File: src/rtl/blink_sequencer.sv
`default_nettype none
// ============================================================================
// Module     : blink_sequencer
// Description: Shared CW-bit blink time base with an IDLE/RUN/PAUSE control
//              FSM. NUM_CH channels each produce a registered blink taken from
//              bit TAP of (count + per-channel offset). Offsets are written
//              through a valid/ready config port that is open whenever the
//              sequencer is not running.
//              Optional feature macro: BLINK_SEQ_ROTATE_EN. When it is defined,
//              the offsets rotate by one channel on every count wrap in RUN.
// Revision   : 1.0 - initial release
// ============================================================================
module blink_sequencer #(
    parameter int NUM_CH = 4,
    parameter int CW     = 16,
    parameter int TAP    = 9
) (
    input  logic                      clk,
    input  logic                      rst_n,
    input  logic                      ena,
    input  logic                      start,
    input  logic                      stop,
    input  logic                      cfg_valid,
    output logic                      cfg_ready,
    input  logic [$clog2(NUM_CH)-1:0] cfg_ch,
    input  logic [CW-1:0]             cfg_offset,
    output logic [CW-1:0]             count_out,
    output logic [NUM_CH-1:0]         blink_out,
    output logic [1:0]                state_out
);

    localparam int C_CHW         = $clog2(NUM_CH);
    // Reset offsets spread the channels evenly over one period of bit TAP.
    localparam int C_PHASE_SHIFT = TAP + 1 - C_CHW;

    typedef enum logic [1:0] {
        S_IDLE  = 2'b00,
        S_RUN   = 2'b01,
        S_PAUSE = 2'b10
    } state_t;

    state_t              r_state;
    state_t              w_state_nxt;
    logic [CW-1:0]       r_count;
    logic [CW-1:0]       r_offset [NUM_CH];
    logic [NUM_CH-1:0]   r_blink;
    logic                w_advance;
    logic                w_clear;
    logic                w_cfg_write;

    assign w_advance   = (r_state == S_RUN) && ena;
    // Leaving PAUSE for IDLE is the only transition that clears the count.
    assign w_clear     = (r_state == S_PAUSE) && (w_state_nxt == S_IDLE);
    assign cfg_ready   = (r_state != S_RUN);
    assign w_cfg_write = cfg_valid && cfg_ready;

`ifdef BLINK_SEQ_ROTATE_EN
    logic w_wrap;
    assign w_wrap = w_advance && (r_count == {CW{1'b1}});
`endif

    // Next-state decode; stop outranks start whenever both are asserted.
    always_comb begin
        w_state_nxt = r_state;
        case (r_state)
            S_IDLE: begin
                if (start && !stop) begin
                    w_state_nxt = S_RUN;
                end
            end
            S_RUN: begin
                if (stop) begin
                    w_state_nxt = S_PAUSE;
                end
            end
            S_PAUSE: begin
                if (stop) begin
                    w_state_nxt = S_IDLE;
                end else if (start) begin
                    w_state_nxt = S_RUN;
                end
            end
            default: begin
                w_state_nxt = S_IDLE;
            end
        endcase
    end

    // State register.
    always_ff @(posedge clk or negedge rst_n) begin
        if (!rst_n) begin
            r_state <= S_IDLE;
        end else begin
            r_state <= w_state_nxt;
        end
    end

    // Time base: advances only in RUN with enable, wraps silently.
    always_ff @(posedge clk or negedge rst_n) begin
        if (!rst_n) begin
            r_count <= '0;
        end else if (w_clear) begin
            r_count <= '0;
        end else if (w_advance) begin
            r_count <= r_count + CW'(1);
        end
    end

    generate
        for (genvar i = 0; i < NUM_CH; i++) begin : g_ch
            localparam logic [C_CHW-1:0] c_idx     = C_CHW'(i);
            localparam logic [CW-1:0]    c_rst_off = CW'(i) << C_PHASE_SHIFT;
            localparam int               c_prev    = (i + NUM_CH - 1) % NUM_CH;

            logic [CW-1:0] w_sum;
            assign w_sum = r_count + r_offset[i];

            // Channel offset: config write when the port is open, rotation on wrap.
            always_ff @(posedge clk or negedge rst_n) begin
                if (!rst_n) begin
                    r_offset[i] <= c_rst_off;
                end else if (w_cfg_write && (cfg_ch == c_idx)) begin
                    r_offset[i] <= cfg_offset;
`ifdef BLINK_SEQ_ROTATE_EN
                end else if (w_wrap) begin
                    r_offset[i] <= r_offset[c_prev];
`endif
                end
            end

            // Blink bit: cleared in IDLE, tracks the sum in RUN, frozen in PAUSE.
            always_ff @(posedge clk or negedge rst_n) begin
                if (!rst_n) begin
                    r_blink[i] <= 1'b0;
                end else if (r_state == S_IDLE) begin
                    r_blink[i] <= 1'b0;
                end else if (r_state == S_RUN) begin
                    r_blink[i] <= w_sum[TAP];
                end
            end
        end
    endgenerate

    assign count_out = r_count;
    assign blink_out = r_blink;
    assign state_out = r_state;

endmodule
`default_nettype wire

File: config.mk
export PLATFORM = sky130hd
export DESIGN_NAME = blink_sequencer
export DESIGN_NICKNAME = d
export VERILOG_FILES = /design/src/rtl/blink_sequencer.sv
export SDC_FILE = /design/constraint.sdc
export NUM_CORES = 1
export LEC_CHECK = 0
export ABC_CLOCK_PERIOD_IN_PS = 3750
export CORE_ASPECT_RATIO = 1.2
export CORE_MARGIN = 10
export CORE_UTILIZATION = 30
export CTS_CLUSTER_SIZE = 30
export DETAILED_ROUTE_END_ITERATION = 8
export GPL_TIMING_DRIVEN = 0
export PLACE_DENSITY = 0.46
export REMOVE_ABC_BUFFERS = 1
export SLEW_MARGIN = 20
export SYNTH_ARGS = -nofsm -noshare
export SYNTH_HDL_FRONTEND = slang
export SYNTH_SLANG_ARGS = --single-unit
export TNS_END_PERCENT = 20
File: constraint.sdc
create_clock -name clk -period 3.75 [get_ports clk]
set_input_delay 1.125 -clock clk [delete_from_list [all_inputs] [get_ports clk]]
set_output_delay 1.125 -clock clk [all_outputs]
set_load 0.01 [all_outputs]
==> results.json <==
{
  "clockBufferDepth": 2,
  "vdd_drop_max_mv": 0.1766,
  "rrSetupSlack_ns": 1.44,
  "route.detailed.drc": 0,
  "io_buffers": 40,
  "synth_compound_area_share_pct": 9.785,
  "clk_pin_slew_ns": 0.05,
  "power_mw": 2.087,
  "track_usage_pct": 11.32,
  "relSlewSlack_pct": 52.57,
  "die_h_um": 136.2,
  "htreeDepth": 3,
  "min_path_type": "reg2reg",
  "clock_latency_ns": 0.32,
  "post_drt_wl_per_cell_um": 17.61,
  "yosys-top-cells-count": "dfrtp_1 (58), mux2_2 (40), ha_1 (33), a21oi_1 (26), nand2_1 (22)",
  "clock-sinks": 62,
  "synth_most_common_cell": "dfrtp_1",
  "r2r-end": "r_offset[17]$_DFFE_PN0P_",
  "root_buffer": "clkbuf_16",
  "worst_pin_slew_ns": 0.7077,
  "seq_area_um2": 1556,
  "gp_congestion": 0.7613,
  "viasPerCell": 5.011,
  "vias": 2380,
  "finalSetupViolCount": 0,
  "grt_pass1_vias": 2576,
  "drive_gt1_share_pct": 20.70,
  "hold_start": "r_offset[17]$_DFFE_PN0P_",
  "numCtsBuffers": 9,
  "antenna_found_initial": 0,
  "syn-instance-count": 294,
  "yosys.area_share.simple_pct": 14.16,
  "num_antenna_cells": 0,
  "fp-row-count": 42,
  "tns_ns": 0,
  "timing.final.crit_share_pct": 82.09,
  "io_pins": 47,
  "synth_xor_area_share_pct": 2.076,
  "required_ns": 2.62,
  "ctsHoldBuffers": 0,
  "timing.rr.start": "state_out[1]$_DFF_PN0_",
  "p_per_area_nw_per_um2": 500.1,
  "nFillCells": 1117,
  "synthAdderAreaFrac_pct": 12.23,
  "ys_top_cells_by_area": "dfrtp_1 (43%), mux2_2 (13%), ha_1 (12%), a21oi_1 (3.9%), dfstp_2 (3.1%)",
  "startpoint_type": "register",
  "yosys.area.top_type": "dfrtp_1",
  "rr_worst_depth": 3,
  "grt_overflow": 0,
  "cts_setup_buffers": 0,
  "status": "complete, no violations",
  "ys_ff_latch": 62,
  "ys.warnings.count": 0,
  "grt_pass1_wl_um": 13900,
  "seq_area_frac_synth_pct": 46.11,
  "first_pass_iters": 4,
  "routed_wl_um": 8363,
  "maxCapViolCount": 0,
  "ys_async_sr_fraction_pct": 100.0,
  "fp.dieW_um": 116.8,
  "die-area_um2": 15910,
  "ys.flop_type": "dfrtp_1",
  "ys_types": 38,
  "cts_tree": "done",
  "rsz0062_at_grt": "false",
  "min_path_cells": 1,
  "hold_end": "r_offset[17]$_DFFE_PN0P_",
  "core_area_um2": 11040,
  "post_cts_resized": 0,
  "crit_fanout": 14,
  "path_class": "reg2out",
  "drv_slew": 0,
  "final_nets": 395,
  "syn-mean-instance-area_um2": 11.48,
  "end_kind": "output pin",
  "grt_start_max_net_pins": 34,
  "placedCellCount": 459,
  "dp_hpwl_um": 6385,
  "synth-edff-count": 0,
  "start_util_pct": 30.59,
  "synth_top_area_share_pct": 42.99,
  "multi_input_area_um2": 1752,
  "syn_to_final_growth_pct": 23.65,
  "ant_nets": 0,
  "synth_top_family_by_area": "simple AND/OR/NAND/NOR gates",
  "synthMuxAreaShare_pct": 13.64,
  "final-hold-violation-count": 0,
  "synth_area_um2": 3376,
  "cp.arrival_ns": 1.95,
  "power.leakage_nw": 1.760,
  "drtIter0Drc": 89,
  "fin_crit_ns": 3.079,
  "final_cells": 475,
  "max_freq_mhz": 324.8,
  "fin_worst_skew_ns": 0.006725
}
area by class of cell:
class,instances,area share [%]
repair buffers,41,10.01
clock buffers,14,6.085
clock inverters,2,0.2398
well taps,132,3.957
inverters,5,0.4496
flip-flops and latches,62,37.29
multi-input cells,219,41.97
layout by cell type, fill, tap and decap left out, types with 2 or more instances in the layout:
cell / synthesis / final
clkinv_2: 0 / 2
nand4_1: 12 / 12
nand4b_1: 2 / 2
a211oi_1: 5 / 5
ha_1: 33 / 33
nor2_1: 6 / 6
mux2_2: 40 / 40
dfrtp_1: 58 / 58
or3_1: 10 / 10
xnor2_1: 4 / 4
o211ai_1: 4 / 4
a21oi_1: 26 / 26
nand3_1: 4 / 4
a22oi_1: 4 / 4
or3_2: 2 / 2
dfstp_2: 4 / 4
nor2b_1: 4 / 4
or2_2: 4 / 4
inv_1: 5 / 5
xor2_1: 4 / 4
clkbuf_16: 0 / 9
clkdlybuf4s50_1: 0 / 39
clkbuf_1: 3 / 4
and3_2: 2 / 2
nand2_1: 22 / 22
o21ai_0: 17 / 17
or4_1: 2 / 2
cells by family after synthesis:
| family | count (synthesis) |
|---|---|
| simple gates | 79 |
| xor+xnor | 8 |
| mux | 41 |
| fa+ha+maj | 33 |
| flops | 62 |
| buf+inv | 13 |
| compound gates | 58 |
sequential cells by signal, indices dropped and copies added (netlist names):
signal     flops
blink_out      4
state_out      2
r_offset      40
count_out     16
worst max-delay path, cell delays in order, from the launching register on:
cell and delay (ns):
dfrtp_1 0.54, nand2b_1 0.46, clkdlybuf4s50_1 0.63
where the power goes:
part / internal, mW / switching (mW)
clock network: 0.463 / 0.277
registers: 0.803 / 0.123
logic: 0.235 / 0.186
total: 1.50 / 0.586
stage by stage:
step	utilization, %	instance area, µm²	setup slack, ns	hold slack [ns]
after global placement	35.27	3892	-0.6617	0.4920
final	37.82	4174	0.6715	0.5117
after detailed placement	35.43	3910	0.7685	0.4978
after floorplan	-	3327	1.482	0.4796
after CTS	37.82	4174	0.5905	0.5112
after global routing	37.82	4174	0.5337	0.5249
how the worst max path moves through the flow:
stage	startpoint	end	slack, ns	cells after the start
after floorplan	ena	count_out[15]$_DFFE_PN0P_	1.48	4
after global placement	rst_n	r_offset[55]$_DFFE_PN0P_	-0.66	1
after detailed placement	cfg_ch[0]	r_offset[7]$_DFFE_PN0P_	0.77	3
after CTS	state_out[1]$_DFF_PN0_	cfg_ready	0.59	2
after global routing	state_out[1]$_DFF_PN0_	cfg_ready	0.53	2
final	state_out[1]$_DFF_PN0_	cfg_ready	0.67	2
routing by layer:
metal / part of all wire [%] / wire length [µm] / track usage [%]
met2: 51 / 4230 / 19.47
met1: 44 / 3680 / 13.29
met3: 4.0 / 332 / 2.690
met4: 1.4 / 120 / 4.127
met5: 0 / 0 / 0
Power figures use the tool's default switching activity.
==> variant 1, RTL diff (config.mk and constraints unchanged) <==
Add a define of `BLINK_SEQ_ROTATE_EN`.
--- a/src/rtl/blink_sequencer.sv
+++ b/src/rtl/blink_sequencer.sv
@@ -12,2 +12,4 @@
 // ============================================================================
+`define BLINK_SEQ_ROTATE_EN
+
 module blink_sequencer #(
Check against the original RTL: no difference found for any inputs over 4 cycles, from zero or initial values and one cycle with rst_n low; that may be too few to reach the edited logic, so the function may still have changed.
==> variant 1 against the original RTL <==
Sequential share of layout area down 4.5 points; maximum frequency down 10%; power up 9.5%; wire length up 41%; cell area up 14%; non-clock buffer count up 5; sequential cell count unchanged; synthesized area up 14%; setup slack worse by 0.34 ns; critical path type unchanged.
==> variant 1: results (changes against the original RTL) <==
** Outcome
- Status :: finished clean

** Power and ir drop
- The worst supply voltage drop on vdd came to 0.1860 mV (+5.3%).
- Combinational Power Share :: 20.5% (+0.4 points)
- Internal power of the cells :: 1.600 mW (+6.6%)
- Static leakage :: 1.842 nW (+4.7%)
- The total power is 2.286 mW (+9.5%).
- Relative contribution of the clock network to total power :: 37.9% (+2.4 points)

** Layout
- The final net count was 526 (+33%).
- Number of inserted filler cells in the final layout :: 1,286 (+15%)
- Layout cell share with drive strength beyond 1 :: 8.017% (-13 points)

** Synth
- By area the synthesized netlist is led by dfrtp_1, ha_1, o21ai_0, a31oi_1, nand3_1.
- In the synthesized netlist, the cells that appear most often are dfrtp_1, o21ai_0, nor2_1.

** Timing
- The post-route clock skew was 0.008377 ns (+0.001652 ns).
- Slew Limit Headroom :: 27.33% (-25 points)

** Routing
- Final routed wirelength across all metal layers :: 11,810 um (+41%)
- The wire length on met2 is 5606 um (+33%).
- The sum of met3 wire segment lengths after detailed routing was 632 um (+90%).
- Vias post-DR :: 3,443 (+45%)

** Worst hold path
- Worst hold path cell count :: 2 (+1)

** Placement
- The weighted congestion reported at the end of routability-driven placement is 0.8211 (+7.9%).
- HPWL after DPL :: 8216 um (+29%)

** GRT
- Number of global-route vias before repair :: 3,306 (+28%)
- The global-route wire length before repair is 18,610 um (+34%).

** Worst setup path
- Cell depth of the worst flop-to-flop path :: 4 (+1)
- The worst-case register-to-register setup slack is 1.06 ns (-0.38 ns).
- Maximum fanout encountered on the critical timing path :: 11 (-3)
- Slowest cell delay on critical path :: 0.67 ns (+0.04 ns)
- Arrival time of the worst setup path :: 2.29 ns (+0.34 ns)
[variant 1: cell count changes in the layout (fill, tap and decap cells not counted), sizes merged, moves of 5 or more]
cell and delta:
buf +5, and2 +5, nor2 +44, a31oi +40, nand3 +38, mux2 -40, o21ai +36
[variant 1: how the worst min path moves through the flow]
stage	start	to
floorplan	r_offset[25]	r_offset[9]
global placement	r_offset[25]	r_offset[9]
detailed placement	r_offset[25]	r_offset[9]
CTS	r_offset[25]	r_offset[9]
global route	r_offset[25]	r_offset[25]
finish	r_offset[25]	r_offset[9]
[variant 1: area by class of cell]
type	instances	share of cell area, %
Clock buffer	13	5.696
Clock inverter	3	0.8966
Inverter	7	0.5538
Multi-Input combinational cell	343	44.86
Sequential cell	62	32.81
Tap cell	164	4.325
Timing Repair Buffer	46	10.86
[variant 1: worst max-delay path: cells and delay by family (launching register included)]
| kind | cells | cell delay, ns |
|---|---|---|
| buf+inv | 2 | 0.80 |
| flops | 1 | 0.51 |
| simple gates | 1 | 0.67 |
[variant 1: cell families after synthesis]
group	Yosys count	share of synthesized area, %
and+or+nand+nor	165	21.43
AOI/OAI and AO/OA	133	19.84
DFF	62	40.32
buffers and inverters	39	4.959
adders and majority gates	33	10.70
xor gates and xnor gates	11	2.496
muxes	1	0.2593
[variant 1: stage by stage]
stage          hold slack, ns  worst slack, ns  TNS [ns]  cell area (um^2)  cells
2_1_floorplan          0.4893            1.169         0              3695    412
4_1_cts                0.5196           0.3337         0              4722    636
3_3_place_gp           0.5114          -0.7980    -46.35              4300    616
6_report               0.5175           0.3310         0              4745    638
5_1_grt                0.5423           0.2031         0              4745    638
3_5_place_dp           0.5121           0.4272         0              4409    620
[variant 1: layer usage]
layer  track usage [%]  up-vias
li1                  -     1689
met1             17.47     1660
met2             22.29       85
met3             2.379        9
met4             5.402        0
met5                 0        -
==> variant 2, RTL diff (config.mk and constraints unchanged) <==
Made on the original files. Reset style: synchronous (`rst_n`), changed in 4 clocked blocks.
--- a/src/rtl/blink_sequencer.sv
+++ b/src/rtl/blink_sequencer.sv
@@ -89,3 +89,3 @@
     // State register.
-    always_ff @(posedge clk or negedge rst_n) begin
+    always_ff @(posedge clk) begin
         if (!rst_n) begin
@@ -98,3 +98,3 @@
     // Time base: advances only in RUN with enable, wraps silently.
-    always_ff @(posedge clk or negedge rst_n) begin
+    always_ff @(posedge clk) begin
         if (!rst_n) begin
@@ -118,3 +118,3 @@
             // Channel offset: config write when the port is open, rotation on wrap.
-            always_ff @(posedge clk or negedge rst_n) begin
+            always_ff @(posedge clk) begin
                 if (!rst_n) begin
@@ -131,3 +131,3 @@
             // Blink bit: cleared in IDLE, tracks the sum in RUN, frozen in PAUSE.
-            always_ff @(posedge clk or negedge rst_n) begin
+            always_ff @(posedge clk) begin
                 if (!rst_n) begin
Behaviour: differs if rst_n is asserted again (counterexample within 4 cycles, from zero or initial values and one cycle with rst_n low); with rst_n held inactive, the same outputs for 10 cycles.
==> variant 2 against the original RTL <==
Sequential share of layout area is 2.6 points higher; synthesized area is 2.6% lower; register-to-register slack worse by 0.12 ns; cell area is 1.4% lower; synthesized cell count is 2.0% higher; sequential cell count stayed put; hold slack worse by 0.034 ns; setup slack worse by 0.38 ns; wire length is 2.1% higher; global-route usage is 0.099 points higher; critical path type unchanged.
Power is not compared: it rests on default switching activity, and its combinational part moved more than twofold at a synthesized area within 25%.
==> variant 2: results (changes against the original RTL) <==
** Worst setup path
- Maximum fanout encountered on the critical timing path :: 12 (-2)
- In this run the critical register-to-register path is launched from state_out[0].
- Slowest stage cell on the critical path :: nor2b_1
- Arrival time of the worst setup path :: 2.33 ns (+0.38 ns)
- Cell depth of the worst flop-to-flop path :: 5 (+2)
- The endpoint identified for the worst register-to-register timing path is r_offset[2][5].
- The worst-case register-to-register setup slack was 1.32 ns (-0.12 ns).
- Slowest cell delay on critical path :: 0.72 ns (+0.09 ns)
- Among cell families on the critical path, the largest total delay comes from buffers and inverters.

** Synth
- Ranked by instance count, the synthesized netlist is headed by edfxtp_1, and2_1, ha_1.
- The number of flops mapped to enable cells by yosys came to 40 (+40).
- The async set or reset register ratio after synthesis was 0% (-100 points).
- Area contributors post-synth :: edfxtp_1, dfxtp_1, ha_1, and2_1, a21oi_1
- The sequential share of the synthesized area was 49.92% (+3.8 points).
- Yosys warning total :: 0 (unchanged)
- Unique masters post-synth :: 37 (-2.6%)

** Routing
- The starting DRC count in detailed routing is 103 (+16%).
- The via count normalized by instance count is 5.063 (+1.0%).
- Wirelength per Cell :: 17.79 um (+1.1%)
- The number of optimization iterations in the first detailed-route pass came to 4 (unchanged).
- The number of antenna-violating nets in the routed design is 0 (unchanged).

** Timing
- Setup skew after layout :: 0.005337 ns (-0.001388 ns)
- Hold slack :: 0.4779 ns (-0.03380 ns)
- Slew Limit Headroom :: 35.89% (-17 points)

** Outcome
- The run finished with clean final reports.

** GRT
- The global router's overall resource usage came to 11.42% (+0.099 points).
- The pin count of the biggest net entering global routing came to 17 (-50%).
- Antenna violations before repair :: 0 (unchanged)
- Number of global-route vias before repair :: 2,498 (-3.0%)
- The global-route wire length before repair was 13,330 um (-4.1%).

** Placement
- HPWL after DPL :: 6330 um (-0.86%)
- Last weighted congestion value of the routability-driven placer :: 0.7466 (-1.9%)
- The cell area after placement was 3825 um^2 (-2.2%).
- Number of port buffers :: 40 (unchanged)

** Layout
- Register with the highest flop count :: r_offset
- The ratio of cells with drive above 1 in the final layout is 7.407% (-13 points).
- Number of inserted filler cells in the final layout :: 1,088 (-2.6%)
- The final design area excluding fillers was 4115 um^2 (-1.4%).
- The final net count is 403 (+2.0%).
- The diode insertion count for antenna repair came to 0 (unchanged).
- Number of flip-flops under the largest register name :: 40 (unchanged)

** Clock network
- The total CTS buffers was 9 (unchanged).
- For the worst-skew pair, the clock arrives at the later sink with an insertion delay of 0.33 ns.
- CTS H-Tree Depth :: 3 (unchanged)
- Buffer depth of the longest clock path :: 2 (unchanged)
- Number of buffers inserted to repair setup after CTS :: 0 (unchanged)
- Root buffer selected by CTS :: clkbuf_16
- The clock-pin transition on the worst setup and hold timing paths came to 0.05 ns (about the same).

** Worst hold path
- HP Start :: count_out[15]
- For hold timing, the worst endpoint is count_out[15].
- Classification of the worst-slack hold path :: reg2reg
- The number of stages on the worst hold path was 2 (+1).

** Power and ir drop
- Net switching is 22.11% of the power.
- Max VDD drop :: between 0.15 and 0.2 mV
- Summed over all cells, the static leakage comes to 1.545 nW.
-- variant 2: cell count changes after synthesis, moves of 6 or more --
cell      change
mux2_2       -38
and2_1       +39
o31ai_1       +6
o21ai_0       -6
dfrtp_1      -58
dfxtp_1      +22
nor2_1        +8
edfxtp_1     +40
-- variant 2: metrics by stage --
stage | worst slack [ns] | instances
6_report | 0.2919 | 480
5_1_grt | 0.03819 | 480
4_1_cts | 0.2559 | 480
3_5_place_dp | 0.6352 | 464
3_3_place_gp | 0.2493 | 462
2_1_floorplan | 1.316 | 293
-- variant 2: power groups by stage --
stage,Combinational [mW],Sequential (mW),Clock [mW]
after floorplan,0.0454,0.780,0
after global placement,0.0963,0.783,0
after detailed placement,0.101,0.783,0
after CTS,0.101,0.769,0.836
after global routing,0.111,0.772,0.864
final,0.0986,0.769,0.812
-- variant 2: metal layers --
| metal | share of wire (%) | GRT usage [%] | up-vias |
|---|---|---|---|
| met3 | 5.4 | 3.413 | 8 |
| met2 | 47 | 18.31 | 54 |
| met5 | 0 | 0 | - |
| li1 | - | - | 1215 |
| met4 | 1.3 | 5.078 | 0 |
| met1 | 46 | 13.74 | 1153 |
-- variant 2: area by class of cell --
cell class	count	share of cell area, %
sequential	62	39.89
multi-input combinational	225	38.49
timing repair buffer	42	10.09
clock buffer	9	5.473
tap	129	3.922
clock inverter	7	1.581
inverter	6	0.5473
-- variant 2: tightest hold or removal path, stage by stage, from the launching register on --
cell	delay [ns]
dfxtp_1	0.32
o31ai_1	0.06
a21oi_1	0.05
-- variant 2: cells by family (layout without fill, tap and decap cells) --
kind of cell / count (synthesis) / after routing / synth area share, %
AND/OR/NAND/NOR: 122 / 122 / 21.58
flip-flops: 62 / 62 / 49.92
buffers and inverters: 13 / 64 / 2.169
adder cells (fa/ha/maj): 33 / 33 / 12.56
multiplexers: 2 / 2 / 0.6849
XOR/XNOR: 11 / 11 / 2.930
AO/OA/AOI/OAI: 57 / 57 / 10.16
-- variant 2: worst max-delay path by stage --
| stage | from | endpoint | slack, ns | cells after the start |
|---|---|---|---|---|
| after floorplan | cfg_valid | r_offset[0][0] | 1.32 | 2 |
| after global placement | cfg_ch[0] | r_offset[2][5] | 0.25 | 3 |
| after detailed placement | state_out[0] | cfg_ready | 0.64 | 3 |
| after CTS | state_out[0] | cfg_ready | 0.26 | 3 |
| after global routing | state_out[0] | cfg_ready | 0.04 | 3 |
| final | state_out[0] | cfg_ready | 0.29 | 3 |
